### src/rtl/imem_loader.sv
// Purpose: boot loader that streams a length-prefixed byte frame into instruction memory, holding the CPU in reset until done.
// Latency: mem_we rises the cycle after the 4th byte of a word is accepted; DONE (cpu_enable) follows the last write by one cycle.
// Backpressure: in_ready is combinational from state; it drops during WRITE/DONE/ERROR and while reset is low.
//
// Ports:
//   clock, reset (sync, active-low)      - clocking / reset
//   in_valid, in_data, in_ready          - byte stream handshake: LEN_HI, LEN_LO, then 4*N bytes
//   reload                               - restart a load; only acted on in DONE or ERROR
//   mem_we, mem_addr, mem_wdata          - instruction-memory write port (addr/data hold when mem_we=0)
//   cpu_reset, cpu_enable                - CPU control; CPU released only in DONE
//   busy, done, error, words_loaded      - load status
module imem_loader #(
    parameter int ADDR_WIDTH = 8
) (
    input  logic                  clock,
    input  logic                  reset,
    input  logic                  in_valid,
    input  logic [7:0]            in_data,
    output logic                  in_ready,
    input  logic                  reload,
    output logic                  mem_we,
    output logic [ADDR_WIDTH-1:0] mem_addr,
    output logic [31:0]           mem_wdata,
    output logic                  cpu_reset,
    output logic                  cpu_enable,
    output logic                  busy,
    output logic                  done,
    output logic                  error,
    output logic [ADDR_WIDTH:0]   words_loaded
);

    typedef enum logic [2:0] {
        S_LEN_HI, S_LEN_LO, S_DATA, S_WRITE, S_DONE, S_ERROR
    } state_t;

    // Largest legal word count; compared in 17 bits so a 16-bit N can exceed it.
    localparam logic [16:0] CAP = 17'd1 << ADDR_WIDTH;

    state_t                state_q, state_d;
    logic [7:0]            len_hi_q, len_hi_d;
    logic [15:0]           len_q, len_d;
    logic [1:0]            byte_cnt_q, byte_cnt_d;
    logic [31:0]           buf_q, buf_d;
    // Doubles as word_idx and words_loaded: both clear together and step in WRITE.
    logic [ADDR_WIDTH:0]   cnt_q, cnt_d;

    logic                  mem_we_q, mem_we_d;
    logic [ADDR_WIDTH-1:0] mem_addr_q, mem_addr_d;
    logic [31:0]           mem_wdata_q, mem_wdata_d;
    logic                  cpu_reset_q, cpu_reset_d;
    logic                  cpu_enable_q, cpu_enable_d;
    logic                  busy_q, busy_d;
    logic                  done_q, done_d;
    logic                  error_q, error_d;

    logic                  accept;
    logic [15:0]           len_full;
    logic                  last_word;

    assign in_ready  = reset && (state_q == S_LEN_HI || state_q == S_LEN_LO || state_q == S_DATA);
    assign accept    = in_valid && in_ready;
    assign len_full  = {len_hi_q, in_data};
    assign last_word = (17'(cnt_q) + 17'd1) == {1'b0, len_q};

    // State and datapath registers
    always_ff @(posedge clock) begin
        if (!reset) begin
            state_q      <= S_LEN_HI;
            len_hi_q     <= '0;
            len_q        <= '0;
            byte_cnt_q   <= '0;
            buf_q        <= '0;
            cnt_q        <= '0;
            mem_we_q     <= 1'b0;
            mem_addr_q   <= '0;
            mem_wdata_q  <= '0;
            cpu_reset_q  <= 1'b1;
            cpu_enable_q <= 1'b0;
            busy_q       <= 1'b0;
            done_q       <= 1'b0;
            error_q      <= 1'b0;
        end else begin
            state_q      <= state_d;
            len_hi_q     <= len_hi_d;
            len_q        <= len_d;
            byte_cnt_q   <= byte_cnt_d;
            buf_q        <= buf_d;
            cnt_q        <= cnt_d;
            mem_we_q     <= mem_we_d;
            mem_addr_q   <= mem_addr_d;
            mem_wdata_q  <= mem_wdata_d;
            cpu_reset_q  <= cpu_reset_d;
            cpu_enable_q <= cpu_enable_d;
            busy_q       <= busy_d;
            done_q       <= done_d;
            error_q      <= error_d;
        end
    end

    // Next-state logic
    always_comb begin
        state_d = state_q;
        case (state_q)
            S_LEN_HI: if (accept) state_d = S_LEN_LO;
            S_LEN_LO: begin
                if (accept) begin
                    if (len_full == 16'd0)              state_d = S_DONE;
                    else if ({1'b0, len_full} > CAP)    state_d = S_ERROR;
                    else                                state_d = S_DATA;
                end
            end
            S_DATA:   if (accept && byte_cnt_q == 2'd3) state_d = S_WRITE;
            S_WRITE:  state_d = last_word ? S_DONE : S_DATA;
            S_DONE,
            S_ERROR:  if (reload) state_d = S_LEN_HI;
            default:  state_d = S_LEN_HI;
        endcase
    end

    // Output / datapath next values (registered above)
    always_comb begin
        len_hi_d    = len_hi_q;
        len_d       = len_q;
        byte_cnt_d  = byte_cnt_q;
        buf_d       = buf_q;
        cnt_d       = cnt_q;
        mem_addr_d  = mem_addr_q;
        mem_wdata_d = mem_wdata_q;

        case (state_q)
            S_LEN_HI: if (accept) len_hi_d = in_data;
            S_LEN_LO: begin
                if (accept) begin
                    len_d      = len_full;
                    cnt_d      = '0;
                    byte_cnt_d = 2'd0;
                end
            end
            S_DATA: begin
                if (accept) begin
                    // Big-endian: earliest byte ends up in [31:24] after four shifts.
                    buf_d      = {buf_q[23:0], in_data};
                    byte_cnt_d = byte_cnt_q + 2'd1;
                end
            end
            S_WRITE:  cnt_d = cnt_q + {{ADDR_WIDTH{1'b0}}, 1'b1};
            S_DONE,
            S_ERROR:  if (reload) cnt_d = '0;
            default:  ;
        endcase

        // Address/data are captured on the edge entering WRITE so they line up with mem_we.
        if (state_q == S_DATA && state_d == S_WRITE) begin
            mem_addr_d  = cnt_q[ADDR_WIDTH-1:0];
            mem_wdata_d = buf_d;
        end

        mem_we_d     = (state_d == S_WRITE);
        cpu_reset_d  = (state_d != S_DONE);
        cpu_enable_d = (state_d == S_DONE);
        done_d       = (state_d == S_DONE);
        error_d      = (state_d == S_ERROR);
        busy_d       = (state_d == S_LEN_HI) || (state_d == S_LEN_LO) ||
                       (state_d == S_DATA)   || (state_d == S_WRITE);
    end

    assign mem_we       = mem_we_q;
    assign mem_addr     = mem_addr_q;
    assign mem_wdata    = mem_wdata_q;
    assign cpu_reset    = cpu_reset_q;
    assign cpu_enable   = cpu_enable_q;
    assign busy         = busy_q;
    assign done         = done_q;
    assign error        = error_q;
    assign words_loaded = cnt_q;

endmodule

### config.mk
export PLATFORM = sky130hd
export DESIGN_NAME = imem_loader
export DESIGN_NICKNAME = d
export VERILOG_FILES = /design/src/rtl/imem_loader.sv
export SDC_FILE = /design/constraint.sdc
export NUM_CORES = 1
export LEC_CHECK = 0
export BUFFER_PORTS_ARGS = -buffer_cell sky130_fd_sc_hd__buf_2
export CAP_MARGIN = 20
export CORE_MARGIN = 2
export CORE_UTILIZATION = 45
export CTS_CLUSTER_DIAMETER = 200
export DETAILED_ROUTE_END_ITERATION = 8
export PLACE_DENSITY = 0.7
export SYNTH_ARGS = -nofsm -noshare
export SYNTH_HDL_FRONTEND = slang
export SYNTH_SLANG_ARGS = --single-unit
### constraint.sdc
create_clock -name clock -period 4.7 [get_ports clock]
set_input_delay 0.47 -clock clock [delete_from_list [all_inputs] [get_ports clock]]
set_output_delay 0.47 -clock clock [all_outputs]
set_load 0.03 [all_outputs]
Word level (Yosys, flattened, before mapping)
Index checks and enable logic that the tools add are counted.
- output and inout port bits: 56
- ROM bits: 0
- latch bits: 0
- bits of input ports: 12
- flip-flop bits (word level): 115
- RAM bits: 0
- logic and storage cells: 68
- memories kept: 0
- divide/modulo/power cells: 0
- shifts and indexed selects: 0
- magnitude comparators: 1
- multipliers: 0
- multiplexer cells: 16
- $add $sub $neg: 3
- reductions and logical operators: 19
- bitwise gates (word level): 0
- equal/unequal tests: 16
- operator list (operator ; number):
    two-way mux 32 bit ; 2
    case mux 9 bit (3 select lines) ; 1
    two-way mux 3 bit ; 7
    two-way mux 9 bit ; 2
    == test 10 x 16 -> 1 bit ; 1
    > comparator 16 x 9 -> 1 bit (second input constant) ; 1
    logical NOT 16 bit ; 1
    case mux 3 bit (5 select lines) ; 1
    == test 3 x 2 -> 1 bit (second input constant) ; 4
    == test 3 bit (second input constant) ; 4
    adder 9 x 1 -> 10 bit (second input constant) ; 1
    adder 9 x 1 -> 9 bit (second input constant) ; 1
    == test 3 x 1 -> 1 bit (second input constant) ; 2
    logical NOT 3 bit ; 2
    inequality test 2 bit (second input constant) ; 3
    AND reduction 3 bit ; 2
    logical OR 1 bit ; 5
    logical AND 1 bit ; 4
    two-way mux 2 bit ; 2
    case mux 2 bit (2 select lines) ; 1
    AND reduction 2 bit ; 2
    inequality test 3 bit (second input constant) ; 1
    nonzero test 3 bit ; 1
    adder 2 x 1 -> 2 bit (second input constant) ; 1
    other kinds (3) ; 3

Longest topological paths before layout
Gate-level depths: netlist of the first run.
- depth in word-level cells: 12
- depth in mapped cells: 9
- mapped depth without buffers: 7

Least setup slack after synthesis of the first run
No wires, ideal clock.
- path type: flip-flop to flip-flop
- start: register cnt_q[0], in the netlist words_loaded[0]
- end: register cpu_reset_q, in the netlist cpu_reset
- buffers on the path: 1
- stages on the path, launching flop included: 9
- slack: 2.419 ns
- data arrival time: 2.147 ns
- setup time: 0.133 ns
- cells stage by stage: dfxtp_1 > ha_1 > clkbuf_1 > nand3_1 > nor2_1 > xnor2_1 > o2111ai_1 > nor4_4 > o211ai_1
- cells in the longest elaborated chain, start to end: 5
- RTL lines (item ; line ; RTL):
    from (decl) ; 45 ; logic [ADDR_WIDTH:0] cnt_q, cnt_d;
    from (signal assigned) ; 88 ; cnt_q <= cnt_d;
    adder 9 x 1 -> 10 bit ; 63 ; assign last_word = (17'(cnt_q) + 17'd1) == {1'b0, len_q};
    == test 10 x 16 -> 1 bit ; 63 ;
    two-way mux 3 bit ; 113 ; S_WRITE: state_d = last_word ? S_DONE : S_DATA;
    case mux 3 bit (5 select lines) ; 103 ; case (state_q)
    inequality test 3 bit ; 159 ; cpu_reset_d = (state_d != S_DONE);
    to (signal assigned) ; 92 ; cpu_reset_q <= cpu_reset_d;
    to (decl) ; 50 ; logic cpu_reset_q, cpu_reset_d;
No other way between the ends.
A chain may end at the register's enable or synchronous reset.

Worst setup path after layout of the first run
- start: register cnt_q[0], in the netlist words_loaded[0]
- end: register busy_q, in the netlist busy
- cells in the longest elaborated chain, start to end: 8
- RTL lines (item ; line ; RTL):
    adder 9 x 1 -> 10 bit (*) ; 63 ;
    == test 10 x 16 -> 1 bit (*) ; 63 ;
    two-way mux 3 bit (*) ; 113 ;
    case mux 3 bit (5 select lines) (*) ; 103 ;
    == test 3 x 1 -> 1 bit / logical NOT 3 bit (equally long branches) ; 163 ; busy_d = (state_d == S_LEN_HI) || (state_d == S_LEN_LO) ||
    logical OR 1 bit (2 in a row) ; 163 ;
    logical OR 1 bit (*) ; 164 ; (state_d == S_DATA) || (state_d == S_WRITE);
    to (signal assigned) ; 94 ; busy_q <= busy_d;
    to (decl) ; 52 ; logic busy_q, busy_d;
Mark *: on every way between the ends. The rest lies on a longest branch, timed or not.

==> results of run 1 <==
==> sequential cells by signal, summed over array words and instances (netlist names), 2 cells and up <==
name and flops:
words_loaded 9, mem_addr 8, byte_cnt_q 2, buf_q 24
mem_wdata 32, len_hi_q 8, state_q 3, len_q 16
==> stage by stage <==
step	power (mW)	hold slack, ns	setup slack, ns	area, sq um
after detailed placement	1.05	0.444	2.11	4690
after floorplan	1.02	0.432	2.42	4350
after global routing	1.77	0.413	2.02	4950
after CTS	1.72	0.404	2.23	4940
after global placement	1.05	0.442	2.22	4690
final	1.71	0.421	2.22	4950
==> cell families after synthesis <==
logic type	after synthesis
simple gates	231
compound gates	112
buf+inv	44
flops	107
fa+ha+maj	2
xor+xnor	10
mux	22
==> final cells by class <==
class	count	area, sq um
well taps	129	161
diodes	1	2.50
flip-flops and latches	107	2140
clock buffers	10	138
clock inverters	6	113
repair buffers	71	365
multi-input cells	377	2000
inverters	6	22.5
fillers	892	4380
==> power by group through the flow <==
stage                     clock, mW  combinational (mW)  sequential (mW)
final                         0.677              0.0997            0.933
after global routing          0.727               0.110            0.936
after CTS                     0.689               0.100            0.933
after detailed placement          0              0.0994            0.954
after global placement            0              0.0965            0.954
after floorplan                   0              0.0764            0.949
==> per-layer routing <==
| metal | up-vias | routed length [um] | part of all wire, % | global-route usage [%] |
|---|---|---|---|---|
| met5 | - | 0 | 0 | 0 |
| met4 | 0 | 246 | 2.5 | 8.72 |
| met3 | 15 | 403 | 4.1 | 3.08 |
| met2 | 90 | 4450 | 45 | 28.7 |
| met1 | 1694 | 4770 | 48 | 28.3 |
| li1 | 1851 | - | - | - |
==> cell usage in the layout (no fill, tap or decap), drive strengths merged, types with 2 or more instances in the layout <==
master,Yosys,final
a21o,2,2
a21oi,82,82
a22oi,2,2
a31oi,4,4
and4,2,2
buf,13,71
bufinv,0,3
clkbuf,25,10
clkinvlp,0,3
dfxtp,107,107
ha,2,2
inv,5,5
mux2i,22,22
nand2,142,142
nand2b,5,5
nand3,7,7
nand3b,3,3
nor2,46,46
nor2b,4,4
nor3,6,6
nor4,5,5
o211a,2,2
o211ai,2,2
o21ai,6,6
o31ai,2,2
or2,2,2
or3,4,4
xnor2,8,8
xor2,2,2
==> final timing paths <==
kind	start	to	slack, ns	cells past startpoint
worst max-delay path	words_loaded[0]	busy	2.22	7
worst min-delay path	in_data[0]	mem_wdata[0]	0.42	3
worst max register to register	words_loaded[0]	busy	2.22	7
worst min register to register	mem_wdata[22]	mem_wdata[22]	0.45	2
==> critical path: cells and delay by family (launching register included) <==
kind                       cells  cell delay [ns]
xor gates and xnor gates       1             0.16
adders and majority gates      1             0.41
AOI/OAI and AO/OA              1             0.20
DFF                            1             0.56
and+or+nand+nor                4             0.98
==> summary.txt, run 1 <==
Run status
  – Outcome: complete, no violations

Detailed routing
  – Number of antenna-violating nets in the routed design: 0
  – Wire per inst: 14.0 um
  – Number of iterations in the first detailed-routing pass: 5
  – DRC violation count after routing: 0
  – Routed wire length: 9870 um
  – Total via count after detailed routing: 3650
  – Initial detailed-routing violation count: 310
  – Via/cell ratio: 5.16

STA
  – Transition time of the tightest slew-check pin: 1.01 ns
  – Setup tns final: 0 ns
  – Setup repair after global routing missed its margin: false
  – Slew margin rel.: 32.5%
  – Portion of the clock cycle consumed by the worst path in the final layout: 52.7%
  – Highest attainable clock frequency: 403 MHz
  – Maximum clock skew at final layout: 0.00922 ns
  – Time the worst path needs with I/O delays and setup: 2.48 ns
  – Number of pins exceeding their max-slew limit in the final report: 0
  – Fin. Hold Viols: 0
  – Setup violations, final: 0

Run
  – Max-cap violation count: 0

Critical path
  – Required @ worst endpoint: 4.90 ns
  – Worst path cell trace: ha_1, nand3_1, nor2_1, xnor2_1, o2111ai_1, nor4_4, nor3_1
  – Worst setup EP type: flip-flop
  – Slowest cell on the critical path: sky130_fd_sc_hd__dfxtp_1
  – Startpoint types: flip-flop
  – Largest stage delay, worst path: 0.56 ns
  – Data arrival time of the critical path: 2.68 ns
  – Type of the setup path with the least slack: flip-flop to flip-flop
  – Largest driver fanout on the critical path: 10

Global routing
  – Pin count of the biggest net entering global routing: 55
  – Global-route wire length before repair: 16000 um
  – Via count of the first global-routing pass: 3217
  – Number of antenna violations at the first check in global routing: 1
  – Total grt overflow: 0
  – Global Route Usage Sum: 19.5%

Clock tree
  – Register clock-pin slew on the reported worst setup and hold paths: 0.10 ns
  – Source-to-sink clock delay at the later pin of the worst-skew pair: 0.36 ns
  – Number of sinks driven by the clock tree: 107
  – CTS Hold Bufs: 0
  – Maximum level of the CTS H-tree: 3
  – Number of setup buffers added after CTS: 0
  – Number of cells upsized or downsized after cts: 0
  – Number of buffers inserted during clock tree synthesis: 9
  – Buffers from clock root to sink, at most: 2
  – Cell chosen for the clock root: sky130_fd_sc_hd__clkbuf_8
  – CTS tree: built

Power and ir drop
  – Comb power frac: 5.8%
  – Sw Ratio: 22.8%
  – Share of power burned in the clock network: 39.6%
  – Power spent charging and discharging nets: 390 uW
  – Cell Pwr Density: 346 mW/mm^2
  – Leak Pwr: 1.99 nW
  – Worst VDD drop: 194 uV
  – Sequential group share of total power: 54.6%
  – Cell-internal power: 1.32 mW

Die
  – Number of top-level design ports: 68
  – Die area: 0.0105 sq mm
  – Floorplan core area: 0.00933 sq mm
  – Floorplan row count: 35
  – Effective utilization at floorplan: 46.6%
  – Horiz. Die Dim: 102 um
  – Die Y-Extent: 102 um

Finish
  – Signed area change from the synthesized netlist to the final layout: 13.7%
  – Share of cells above drive strength 1: 16.6%
  – Final core utilization: 53.0%
  – Number of nets in the layout: 586
  – Final Instance Count excl. Fillers: 707

Placed design
  – Routability congestion estimate: 0.860
  – Port buffer count: 67
  – Final HPWL from detailed placement: 6730 um
  – Instance count after placement with tap cells included: 690

Synthesis
  – Fraction of the mapped netlist area in simple logic gates: 23.3%
  – Net count of the mapped netlist: 542
  – Largest family of logic cells by synthesized area: simple AND/OR/NAND/NOR gates
  – Synthesized flop and latch total: 107
  – Area share of xor/xnor cells in the synthesized design: 2.01%
  – Share of the yosys chip area belonging to registers: 49.3%
  – Number of enable-type register cells in the synthesized netlist: 0
  – Most numerous cell in the Yosys netlist: sky130_fd_sc_hd__nand2_1
  – Leading post-synthesis cells by instance count: sky130_fd_sc_hd__nand2_1, sky130_fd_sc_hd__dfxtp_1, sky130_fd_sc_hd__a21oi_1
  – Instance count of the mapped netlist: 528
  – Mux contribution to synthesized area: 5.06%
  – Total standard cell area after synthesis: 0.00435 sq mm
  – Post-synthesis cell type count: 53
  – Share of synthesized registers carrying an async set or reset: 0%
  – Compound-Gate Fraction of Synth Area: 15.1%
  – Total number of yosys warnings: 0
  – Dominant synthesized flop cell: sky130_fd_sc_hd__dfxtp_1
  – Top post-synthesis cells by area: sky130_fd_sc_hd__dfxtp_1, sky130_fd_sc_hd__nand2_1, sky130_fd_sc_hd__a21oi_1
  – Area share of the largest cell type after synthesis: 49.3%
  – Adder-Cell Fraction of Synth Area: 0.575%
  – Avg Cell Area, Syn: 8.24 sq um
  – Biggest area consumer among synthesized cells: sky130_fd_sc_hd__dfxtp_1

Min path
  – Min-delay worst type: input port to flip-flop
(Power assumes the default switching activity.)
==> inputs of run 2 (changes only) <==
Settings changed: ABC_AREA set to 1, PLACE_DENSITY 0.7 to 0.69.
Clock period 4.7 ns to 2.3 ns, I/O delays scaled along.
==> run 2 against run 1 <==
  * Count of clock-buffer cells in the layout grew 10
  * Worst hold slack lost 0.41 ns
  * Worst setup slack lost 1.9 ns
  * Via count grew 13%
  * Register-to-register slack lost 1.9 ns
  * Maximum frequency grew 27%
  * Largest power group is now clock
  * Critical path type unchanged
  * Highest routed layer unchanged
==> summary.txt, run 2 <==
Critical path
  – Worst setup EP type: flip-flop
  – Data arrival time of the critical path: 2.35 ns (-0.33 ns)
  – Bufs and invs on worst path: 1 (+1)
  – Largest driver fanout on the critical path: 10 (unchanged)
  – Most used cell, CP: sky130_fd_sc_hd__nand2_1
  – Kind of cell adding the most delay to the critical path: simple AND/OR/NAND/NOR gates
  – Type of the setup path with the least slack: flip-flop to flip-flop
  – Required @ worst endpoint: 2.69 ns (-2.21 ns)
  – Worst path cell trace: ha_1, inv_1, nand2_1, nand2_1, nand2_1, nand2_1, nor2_1, nand3_1, nor2_1, nand4_1, nand2_2, nand3b_1
  – Largest stage delay, worst path: 0.50 ns (-0.06 ns)
  – Critical path startpoint: words_loaded[0]
  – R2R Path Start: words_loaded[0]
  – Slowest cell on the critical path: sky130_fd_sc_hd__dfxtp_1
  – Startpoint types: flip-flop

STA
  – Number of pins exceeding their max-slew limit in the final report: 0 (unchanged)
  – Time the worst path needs with I/O delays and setup: 1.96 ns (-0.522 ns)
  – Setup violations, final: 0 (unchanged)
  – Transition time of the tightest slew-check pin: 0.603 ns (-0.409 ns)
  – Setup repair after global routing missed its margin: false
  – Worst Slack Setup Final: 0.343 ns (-1.88 ns)
  – Slew margin rel.: 59.6% (+27 points)
  – Setup tns final: 0 ns (unchanged)
  – Fin. Hold Viols: 0 (unchanged)
  – Highest attainable clock frequency: 511 MHz (+27%)
  – Maximum clock skew at final layout: 0.00760 ns (-0.00161 ns)
  – Worst hold-check slack: 0.0150 ns (-0.406 ns)
  – Portion of the clock cycle consumed by the worst path in the final layout: 85.1% (+32 points)

Detailed routing
  – Total via count after detailed routing: 4114 (+13%)
  – Number of antenna-violating nets in the routed design: 0 (unchanged)
  – Via/cell ratio: 4.93 (-4.5%)
  – Wire per inst: 13.4 um (-3.9%)
  – DRC violation count after routing: 0 (unchanged)
  – Initial detailed-routing violation count: 200 (-35%)
  – Number of iterations in the first detailed-routing pass: 5 (unchanged)
  – Routed wire length: 11200 um (+13%)

Synthesis
  – Most numerous cell in the Yosys netlist: sky130_fd_sc_hd__dfxtp_1
  – Biggest area consumer among synthesized cells: sky130_fd_sc_hd__dfxtp_1
  – Leading post-synthesis cells by instance count: sky130_fd_sc_hd__dfxtp_1, sky130_fd_sc_hd__nand2_1, sky130_fd_sc_hd__nor2_1
  – Post-synthesis cell type count: 26 (-51%)
  – Total number of yosys warnings: 0 (unchanged)
  – Net count of the mapped netlist: 637 (+18%)
  – Area share of the largest cell type after synthesis: 47.3% (-2.0 points)
  – Share of synthesized registers carrying an async set or reset: 0% (unchanged)
  – Avg Cell Area, Syn: 7.81 sq um (-5.2%)
  – Dominant synthesized flop cell: sky130_fd_sc_hd__dfxtp_1
  – Instance count of the mapped netlist: 623 (+18%)
  – Share of the yosys chip area belonging to registers: 47.3% (-2.0 points)
  – Synthesized flop and latch total: 115 (+7.5%)
  – Number of enable-type register cells in the synthesized netlist: 0 (unchanged)
  – Top post-synthesis cells by area: sky130_fd_sc_hd__dfxtp_1, sky130_fd_sc_hd__a211oi_2, sky130_fd_sc_hd__nand2_1
  – Total standard cell area after synthesis: 0.00487 sq mm (+12%)

Placed design
  – Area after detailed placement: 0.00527 sq mm (+12%)
  – Setup WS pre-CTS: 0.365 ns (-1.74 ns)
  – Routability congestion estimate: 0.971 (+13%)
  – Final HPWL from detailed placement: 7820 um (+16%)
  – Port buffer count: 67 (unchanged)
  – Instance count after placement with tap cells included: 801 (+16%)

Clock tree
  – Number of buffers inserted during clock tree synthesis: 17 (+8)
  – Buffers from clock root to sink, at most: 2 (unchanged)
  – Register clock-pin slew on the reported worst setup and hold paths: 0.06 ns (-0.04 ns)
  – Maximum level of the CTS H-tree: 4 (+1)
  – Source-to-sink clock delay at the later pin of the worst-skew pair: 0.52 ns (+0.16 ns)
  – CTS tree: built
  – Cell chosen for the clock root: sky130_fd_sc_hd__clkbuf_8
  – Number of sinks driven by the clock tree: 115 (+7.5%)

Power and ir drop
  – Sw Ratio: 21.4% (-1.4 points)
  – Worst VDD drop: 384 uV (+98%)
  – Sequential group share of total power: 40.5% (-14 points)
  – Comb power frac: 3.8% (-2.0 points)
  – Overall power: 5.02 mW (+190%)
  – Cell Pwr Density: 850 mW/mm^2 (+150%)
  – Cell-internal power: 3.95 mW (+200%)
  – Power spent charging and discharging nets: 1.07 mW (+180%)
  – Leak Pwr: 2.50 nW (+26%)
  – Share of power burned in the clock network: 55.7% (+16 points)

Run status
  – Outcome: complete, no violations

Die
  – Floorplan row count: 37 (+5.7%)
  – Floorplan core area: 0.0104 sq mm (+12%)
  – Horiz. Die Dim: 108 um (+5.6%)
  – Number of top-level design ports: 68 (unchanged)
  – Effective utilization at floorplan: 46.7% (+0.10 points)
  – Die area: 0.0117 sq mm (+11%)
  – Die Y-Extent: 108 um (+5.6%)

Finish
  – Final Instance Count excl. Fillers: 834 (+18%)
  – Commonest cells after routing, fill and taps aside: sky130_fd_sc_hd__dfxtp_1, sky130_fd_sc_hd__nand2_1, sky130_fd_sc_hd__nor2_1, sky130_fd_sc_hd__buf_2, sky130_fd_sc_hd__inv_1
  – Commonest non-fill, non-tap cell in the layout: sky130_fd_sc_hd__dfxtp_1
  – Signed area change from the synthesized netlist to the final layout: 21.5%
  – Multi-input logic area: 0.00203 sq mm (+1.2%)
  – Share of cells above drive strength 1: 25.1% (+8.4 points)
  – Footprint of the flip-flops and latches: 0.00230 sq mm (+7.5%)
  – Final core utilization: 56.8% (+3.7 points)
  – Final-layout fill cell count: 987 (+11%)
  – Total non-filler cell area in the finished layout: 0.00591 sq mm (+20%)
  – Number of nets in the layout: 699 (+19%)
  – N_diodes: 0 (-1)

Global routing
  – Pin count of the biggest net entering global routing: 65 (+18%)
  – Total grt overflow: 0 (unchanged)
  – Global Route Usage Sum: 20.7% (+1.2 points)
  – Number of antenna violations at the first check in global routing: 0 (-1)
  – Global-route wire length before repair: 18800 um (+18%)
  – Via count of the first global-routing pass: 3976 (+24%)

Min path
  – Startpoint of the worst hold path: in_data[4]
  – Min-delay worst type: input port to flip-flop

Run
  – Max-cap violation count: 0 (unchanged)
## run 2: changes by cell type after synthesis, sizes merged, moves of 22 or more
cell    before  now
nor2        46   95
nand2      142  103
a211oi       0   32
mux2i       22    0
inv          5   92
a21oi       82   46
o21ai        6   52
## run 2: power by group through the flow
stage	registers, mW	logic, mW	clock network [mW]
2_1_floorplan	2.08	0.128	0
3_3_place_gp	2.08	0.186	0
3_5_place_dp	2.08	0.188	0
4_1_cts	2.04	0.191	2.84
5_1_grt	2.04	0.214	2.93
6_report	2.04	0.190	2.80
## run 2: final cells by class
type                       instances  area share (%)
inverter                          92            5.84
clock buffer                      20            7.20
timing repair buffer              77            7.41
tap                              136            2.88
multi-input combinational        382            34.3
clock inverter                    12            3.47
sequential                       115            38.9
## run 2: worst reg2reg max path, delay by kind of cell, from the launching register on
| kind | cells | cell delay, ns |
|---|---|---|
| buffers and inverters | 1 | 0.05 |
| AND/OR/NAND/NOR | 10 | 1.00 |
| flip-flops | 1 | 0.50 |
| adder cells (fa/ha/maj) | 1 | 0.27 |
## run 2: final timing paths
kind                                      end  slack [ns]  cells past startpoint
worst max-delay path                cpu_reset        0.34                     12
worst min-delay path                 len_q[4]        0.01                      3
worst max register to register      cpu_reset        0.34                     12
worst min register to register  byte_cnt_q[0]        0.46                      1
## run 2: cells by family after synthesis
logic type	share of synthesized area (%)
DFF	47.3
adders and majority gates	0.514
and+or+nand+nor	20.0
buffers and inverters	11.1
AOI/OAI and AO/OA	21.1
## run 2: timing repair
action / CTS / global route
hold buffers: 1 / 0
resized for setup: 0 / 0
buffers inserted: 0 / 0
setup endpoints to repair: 0 / 0
hold endpoints to repair: 1 / 0
## run 2: routing by layer
| layer | up-vias | global-route usage (%) | routed length, um |
|---|---|---|---|
| li1 | 2125 | - | - |
| met4 | 0 | 9.25 | 303 |
| met1 | 1862 | 25.0 | 4970 |
| met5 | - | 0 | 0 |
| met2 | 101 | 34.1 | 5410 |
| met3 | 26 | 6.09 | 506 |
